File: src/rtl/uart_bus_bridge.sv
// UART-driven bus initiator: parses read/write packets from the RX byte stream,
// issues one bus request per packet and returns status (plus read data) over TX.
module uart_bus_bridge #(
    parameter int BUS_TIMEOUT  = 1024,
    parameter int BYTE_TIMEOUT = 100000
) (
    input  logic        clk_i,
    input  logic        rst_n_i,
    input  logic [7:0]  rx_data_i,
    input  logic        rx_valid_i,
    output logic [7:0]  tx_data_o,
    output logic        tx_valid_o,
    input  logic        tx_ready_i,
    output logic        write_o,
    output logic [31:0] write_address_o,
    output logic [31:0] write_data_o,
    input  logic        write_done_i,
    input  logic        write_error_i,
    output logic        read_o,
    output logic [31:0] read_address_o,
    input  logic [31:0] read_data_i,
    input  logic        read_done_i,
    input  logic        read_error_i,
    output logic        busy_o,
    output logic        overrun_o
);

    typedef enum logic [2:0] {
        S_IDLE,
        S_ADDR,
        S_DATA,
        S_WRITE,
        S_READ,
        S_RESP
    } state_e;

    localparam logic [7:0]  OP_WRITE   = 8'hA5;
    localparam logic [7:0]  OP_READ    = 8'h5A;
    localparam logic [1:0]  ST_OK      = 2'd0;
    localparam logic [1:0]  ST_BUS_ERR = 2'd1;
    localparam logic [1:0]  ST_TIMEOUT = 2'd2;
    localparam logic [1:0]  ST_BAD_CMD = 2'd3;
    localparam logic [31:0] BUS_LAST   = 32'(BUS_TIMEOUT - 1);
    localparam logic [31:0] BYTE_LAST  = 32'(BYTE_TIMEOUT - 1);

    state_e      state_q, state_d;
    logic        is_write_q, is_write_d;
    logic [1:0]  byte_cnt_q, byte_cnt_d;
    logic [31:0] addr_q, addr_d;
    logic [31:0] data_q, data_d;
    logic [31:0] timer_q, timer_d;
    logic [1:0]  status_q, status_d;
    logic [31:0] rdata_q, rdata_d;
    logic [2:0]  resp_idx_q, resp_idx_d;
    logic [2:0]  resp_last_q, resp_last_d;
    logic [1:0]  data_sel;

    always_ff @(posedge clk_i or negedge rst_n_i) begin
        if (!rst_n_i) begin
            state_q     <= S_IDLE;
            is_write_q  <= 1'b0;
            byte_cnt_q  <= '0;
            addr_q      <= '0;
            data_q      <= '0;
            timer_q     <= '0;
            status_q    <= '0;
            rdata_q     <= '0;
            resp_idx_q  <= '0;
            resp_last_q <= '0;
        end else begin
            // NOTE: clocked state uses non-blocking assignments so every register
            // samples the pre-edge values; the comb block below uses blocking ones.
            state_q     <= state_d;
            is_write_q  <= is_write_d;
            byte_cnt_q  <= byte_cnt_d;
            addr_q      <= addr_d;
            data_q      <= data_d;
            timer_q     <= timer_d;
            status_q    <= status_d;
            rdata_q     <= rdata_d;
            resp_idx_q  <= resp_idx_d;
            resp_last_q <= resp_last_d;
        end
    end

    always_comb begin
        // NOTE: every _d defaults to its _q first so no path leaves a latch.
        state_d     = state_q;
        is_write_d  = is_write_q;
        byte_cnt_d  = byte_cnt_q;
        addr_d      = addr_q;
        data_d      = data_q;
        timer_d     = timer_q;
        status_d    = status_q;
        rdata_d     = rdata_q;
        resp_idx_d  = resp_idx_q;
        resp_last_d = resp_last_q;

        unique case (state_q)
            S_IDLE: begin
                timer_d    = '0;
                byte_cnt_d = '0;
                resp_idx_d = '0;
                if (rx_valid_i) begin
                    if (rx_data_i == OP_WRITE) begin
                        is_write_d = 1'b1;
                        state_d    = S_ADDR;
                    end else if (rx_data_i == OP_READ) begin
                        is_write_d = 1'b0;
                        state_d    = S_ADDR;
                    end else begin
                        status_d    = ST_BAD_CMD;
                        rdata_d     = '0;
                        resp_last_d = 3'd0;
                        state_d     = S_RESP;
                    end
                end
            end
            S_ADDR, S_DATA: begin
                if (rx_valid_i) begin
                    timer_d    = '0;
                    byte_cnt_d = byte_cnt_q + 2'd1;
                    if (state_q == S_ADDR) addr_d[{byte_cnt_q, 3'b000} +: 8] = rx_data_i;
                    else                   data_d[{byte_cnt_q, 3'b000} +: 8] = rx_data_i;
                    if (byte_cnt_q == 2'd3) begin
                        if (state_q == S_DATA) state_d = S_WRITE;
                        else                   state_d = is_write_q ? S_DATA : S_READ;
                    end
                end else if (timer_q == BYTE_LAST) begin
                    // Stale partial packet: drop it silently.
                    state_d = S_IDLE;
                end else begin
                    timer_d = timer_q + 32'd1;
                end
            end
            S_WRITE: begin
                resp_last_d = 3'd0;
                if (write_done_i) begin
                    status_d = write_error_i ? ST_BUS_ERR : ST_OK;
                    state_d  = S_RESP;
                end else if (timer_q == BUS_LAST) begin
                    status_d = ST_TIMEOUT;
                    state_d  = S_RESP;
                end else begin
                    timer_d = timer_q + 32'd1;
                end
            end
            S_READ: begin
                resp_last_d = 3'd4;
                if (read_done_i) begin
                    status_d = read_error_i ? ST_BUS_ERR : ST_OK;
                    rdata_d  = read_error_i ? '0 : read_data_i;
                    state_d  = S_RESP;
                end else if (timer_q == BUS_LAST) begin
                    status_d = ST_TIMEOUT;
                    rdata_d  = '0;
                    state_d  = S_RESP;
                end else begin
                    timer_d = timer_q + 32'd1;
                end
            end
            S_RESP: begin
                if (tx_ready_i) begin
                    if (resp_idx_q == resp_last_q) state_d = S_IDLE;
                    else                           resp_idx_d = resp_idx_q + 3'd1;
                end
            end
            default: state_d = S_IDLE;
        endcase
    end

    // Byte 0 is the status; bytes 1..4 are read data, little-endian.
    assign data_sel = 2'(resp_idx_q - 3'd1);

    always_comb begin
        busy_o          = (state_q != S_IDLE);
        write_o         = (state_q == S_WRITE);
        read_o          = (state_q == S_READ);
        tx_valid_o      = (state_q == S_RESP);
        write_address_o = addr_q;
        write_data_o    = data_q;
        read_address_o  = addr_q;
        overrun_o       = rx_valid_i &&
                          (state_q == S_WRITE || state_q == S_READ || state_q == S_RESP);
        tx_data_o       = '0;
        if (state_q == S_RESP) begin
            if (resp_idx_q == 3'd0) tx_data_o = {6'b0, status_q};
            else                    tx_data_o = rdata_q[{data_sel, 3'b000} +: 8];
        end
    end

endmodule
File: config.mk
export PLATFORM = sky130hd
export DESIGN_NAME = uart_bus_bridge
export DESIGN_NICKNAME = d
export VERILOG_FILES = /design/src/rtl/uart_bus_bridge.sv
export SDC_FILE = /design/constraint.sdc
export NUM_CORES = 1
export LEC_CHECK = 0
export CAP_MARGIN = 20
export CORE_ASPECT_RATIO = 1.5
export CORE_MARGIN = 1.5
export CORE_UTILIZATION = 51
export DETAILED_ROUTE_END_ITERATION = 16
export GPL_TIMING_DRIVEN = 0
export PLACE_DENSITY_LB_ADDON = 0.12
export SLEW_MARGIN = 20
export SYNTH_ARGS = -nofsm -noshare
export SYNTH_HDL_FRONTEND = slang
export SYNTH_SLANG_ARGS = --single-unit
File: constraint.sdc
create_clock -name clk_i -period 3.2 [get_ports clk_i]
set_clock_uncertainty 0.1 [all_clocks]
set_input_delay 0.32 -clock clk_i [delete_from_list [all_inputs] [get_ports clk_i]]
set_output_delay 0.32 -clock clk_i [all_outputs]
set_load 0.02 [all_outputs]
==> out/qor.yml <==
finish:
  finalNetCount: 894
  fin_cells: 1011
  drive_gt1_share_pct: 12.7
  diodes: 0
  layout_common_cells: "clkdlybuf4s50_1, dfrtp_1, nand2_1"
  area_growth_pct: 35.4
  fill_cells: 995
  layout_commonest_cell: "clkdlybuf4s50_1"
  final_area_sq_um: 9240
setup_path:
  cp.required_ns: 2.78
  path_cells: "clkbuf_4 -> inv_1 -> ha_4 -> mux4_2 -> mux2i_1 -> nor2_1 -> clkdlybuf4s50_1"
  crit_arrival_ns: 2.64
  crit_path_end_kind: "output pin"
  cp_num_buf_inv: 3
  cp_top_family: "buffers and inverters"
  start_kind: "flop"
  worstSetupPathType: "reg2out"
  worst-path-max-fanout: 10
  crit_start: "resp_idx_q[0]"
  r2r_start: "timer_q[0]"
  crit_path_max_incr_delay_ns: 0.57
  crit_slowest_cell: "clkdlybuf4s50_1"
synthesis:
  netlist_top_cells_area: "dfrtp_1, a22o_1, nand2_1, o21ai_0, buf_4"
  seq_area_frac_synth_pct: 51.4
  yosysWarnings: 0
  yosys.area.top_type: "dfrtp_1"
  synth-seq-cells: 140
  synthCells: 665
  avgSynthCellArea_sq_um: 10.3
  mappedNetlistArea_sq_um: 6820
  synth_ff_type: "dfrtp_1"
  synth_fp_nets: 720
  synth_edf_count: 0
  synth_top_area_share_pct: 51.4
  synthArstFlopShare_pct: 100
  synth.distinct_cells: 63
global_routing:
  track_usage_pct: 25.9
  grt_max_degree: 76
  grt_pass1_wl_microns: 29000
  grt_pass1_vias: 5860
  grt_overflow: 0
  antenna_found_initial: 0
timing:
  worst_pin_slew_ns: 0.944
  finalHoldViolCount: 0
  rsz0062_at_grt: "false"
  relSlewSlack_pct: 36.9
  slew_viol_final: 0
  layout_min_cycle_time_ns: 3.06
  setup-violations-final: 0
  fmax_mhz: 327
  finalCritPeriodShare_pct: 95.6
  tns_ns: 0
routing:
  vias: 5713
  via_per_inst: 5.65
  drtIter0Drc: 244
  drt_first_pass_iters: 5
  wl_per_cell_microns: 17.3
  drtAntennaViolNets: 0
  wl_microns: 17500
  remaining_drc_errors: 0
power_and_ir_drop:
  intPower_w: 0.00458
  p_leak_nw: 4.10
  powerDensity_nw_per_um2: 753
  pwr-share-clk_pct: 29.0
  p_switching_w: 0.00238
  max-vdd-ir-drop_v: 0.000458
  seq_power_share_pct: 34.4
  swShare_pct: 34.2
  pwr-share-comb_pct: 36.6
clocking:
  cts_tree: "built"
  cts_root_buf: "clkbuf_16"
  htree_levels: 4
  clock_latency_ns: 0.42
  clkSinkCount: 140
  path_clk_slew_ns: 0.07
  cts_made_buffers: 17
  cts_buffer_depth: 2
die:
  dieHeight_microns: 145
  dieArea_sq_um: 14100
  die_width_microns: 97.4
  core_area_sq_um: 13000
  initial_core_util_pct: 52.4
  fp-row-count: 51
  io_pins: 157
flow_run:
  max_cap_viol_count: 0
placement:
  post-dp-hpwl_microns: 13000
  dp_cells: 981
  gp_congestion: 0.860
  dpl_cell_area_sq_um: 8610
  numPortBuffers: 156
hold_path:
  hp-class: "in2async"
status:
  outcome: "finished clean"
[cells by family (layout without fill, tap and decap cells)]
logic type | after synthesis | count (layout) | share of synthesized area, %
simple gates | 246 | 246 | 17.9
xor+xnor | 23 | 23 | 2.95
mux | 15 | 15 | 3.71
compound gates | 157 | 157 | 16.2
fa+ha+maj | 8 | 8 | 1.43
flops | 140 | 140 | 51.4
buf+inv | 76 | 263 | 6.42
[synthesized netlist by cell type, drive strengths merged, types with 2 or more instances]
cell    instances
o21ai          61
a31oi           2
or2             2
o22ai           2
nand3b          2
nand2         116
mux2i           5
nor3            4
and4            7
xnor2           8
xor2           15
mux2            2
a22o           51
clkbuf         18
nor2           43
inv            17
nand4           9
o311ai          2
nand3          16
a21oi          21
a21boi          2
and3           11
nor4bb          4
a21o            5
nor4            5
dfrtp         140
and2            7
ha              7
or3             2
o31ai           3
mux4            8
nor2b           6
buf            41
nor3b           4
nand2b          6
[registers in the layout, summed over array words and instances (netlist names)]
signal and flops:
write_data_o 32, timer_q 32, resp_last_q 1, is_write_q 1
read_address_o 32, state_q 3, status_q 2, resp_idx_q 3
byte_cnt_q 2, rdata_q 32
[metal layers]
layer / GRT usage (%) / share of wire (%) / vias to the layer above
met3: 5.27 / 4.5 / 30
met1: 29.5 / 40 / 2831
met5: 0 / 0 / -
met2: 47.7 / 54 / 185
li1: - / - / 2667
met4: 9.85 / 2.0 / 0
[through the flow]
step | hold slack (ns) | total power, W | utilization (%) | setup WS (ns)
global route | 0.381 | 0.00732 | 71.0 | 0.0405
global placement | 0.364 | 0.00484 | 65.9 | -3.57
floorplan | -0.0756 | 0.00398 | - | 0.655
finish | 0.327 | 0.00695 | 71.0 | 0.140
detailed placement | 0.206 | 0.00495 | 66.2 | -0.348
CTS | 0.354 | 0.00700 | 71.0 | 0.00503
[area by class of cell]
class,instances,area (sq um),share of cell area (%)
buffer,56,368,3.98
clock buffer,19,443,4.80
clock inverter,13,165,1.79
inverter,17,63.8,0.691
multi-input combinational,449,2890,31.3
sequential,140,3500,37.9
tap,159,199,2.15
timing repair buffer,158,1600,17.4
[worst paths after layout]
check	endpoint	cells after the start	slack, ns
max in group asynchronous	timer_q[21]	3	1.93
worst min-delay path	write_data_o[31]	2	0.33
worst min register to register	write_data_o[20]	2	0.38
worst max-delay path	tx_data_o[0]	7	0.14
worst max register to register	state_q[1]	8	0.64
min in group clk_i	write_data_o[20]	2	0.38
[power by group through the flow]
stage	registers (W)	clock network [W]	logic (W)
floorplan	0.00248	0	0.00150
global placement	0.00239	0	0.00245
detailed placement	0.00242	0	0.00253
CTS	0.00239	0.00204	0.00257
global route	0.00243	0.00213	0.00275
finish	0.00239	0.00202	0.00255
[repair_timing]
item                                   CTS  global route
endpoints found under the hold margin   65             0
hold buffers                             1             0
gates resized for setup                  4             2
setup buffers                            0             0
pin swaps                                0             0
setup endpoints to repair                8             9
Power figures use the tool's default switching activity.
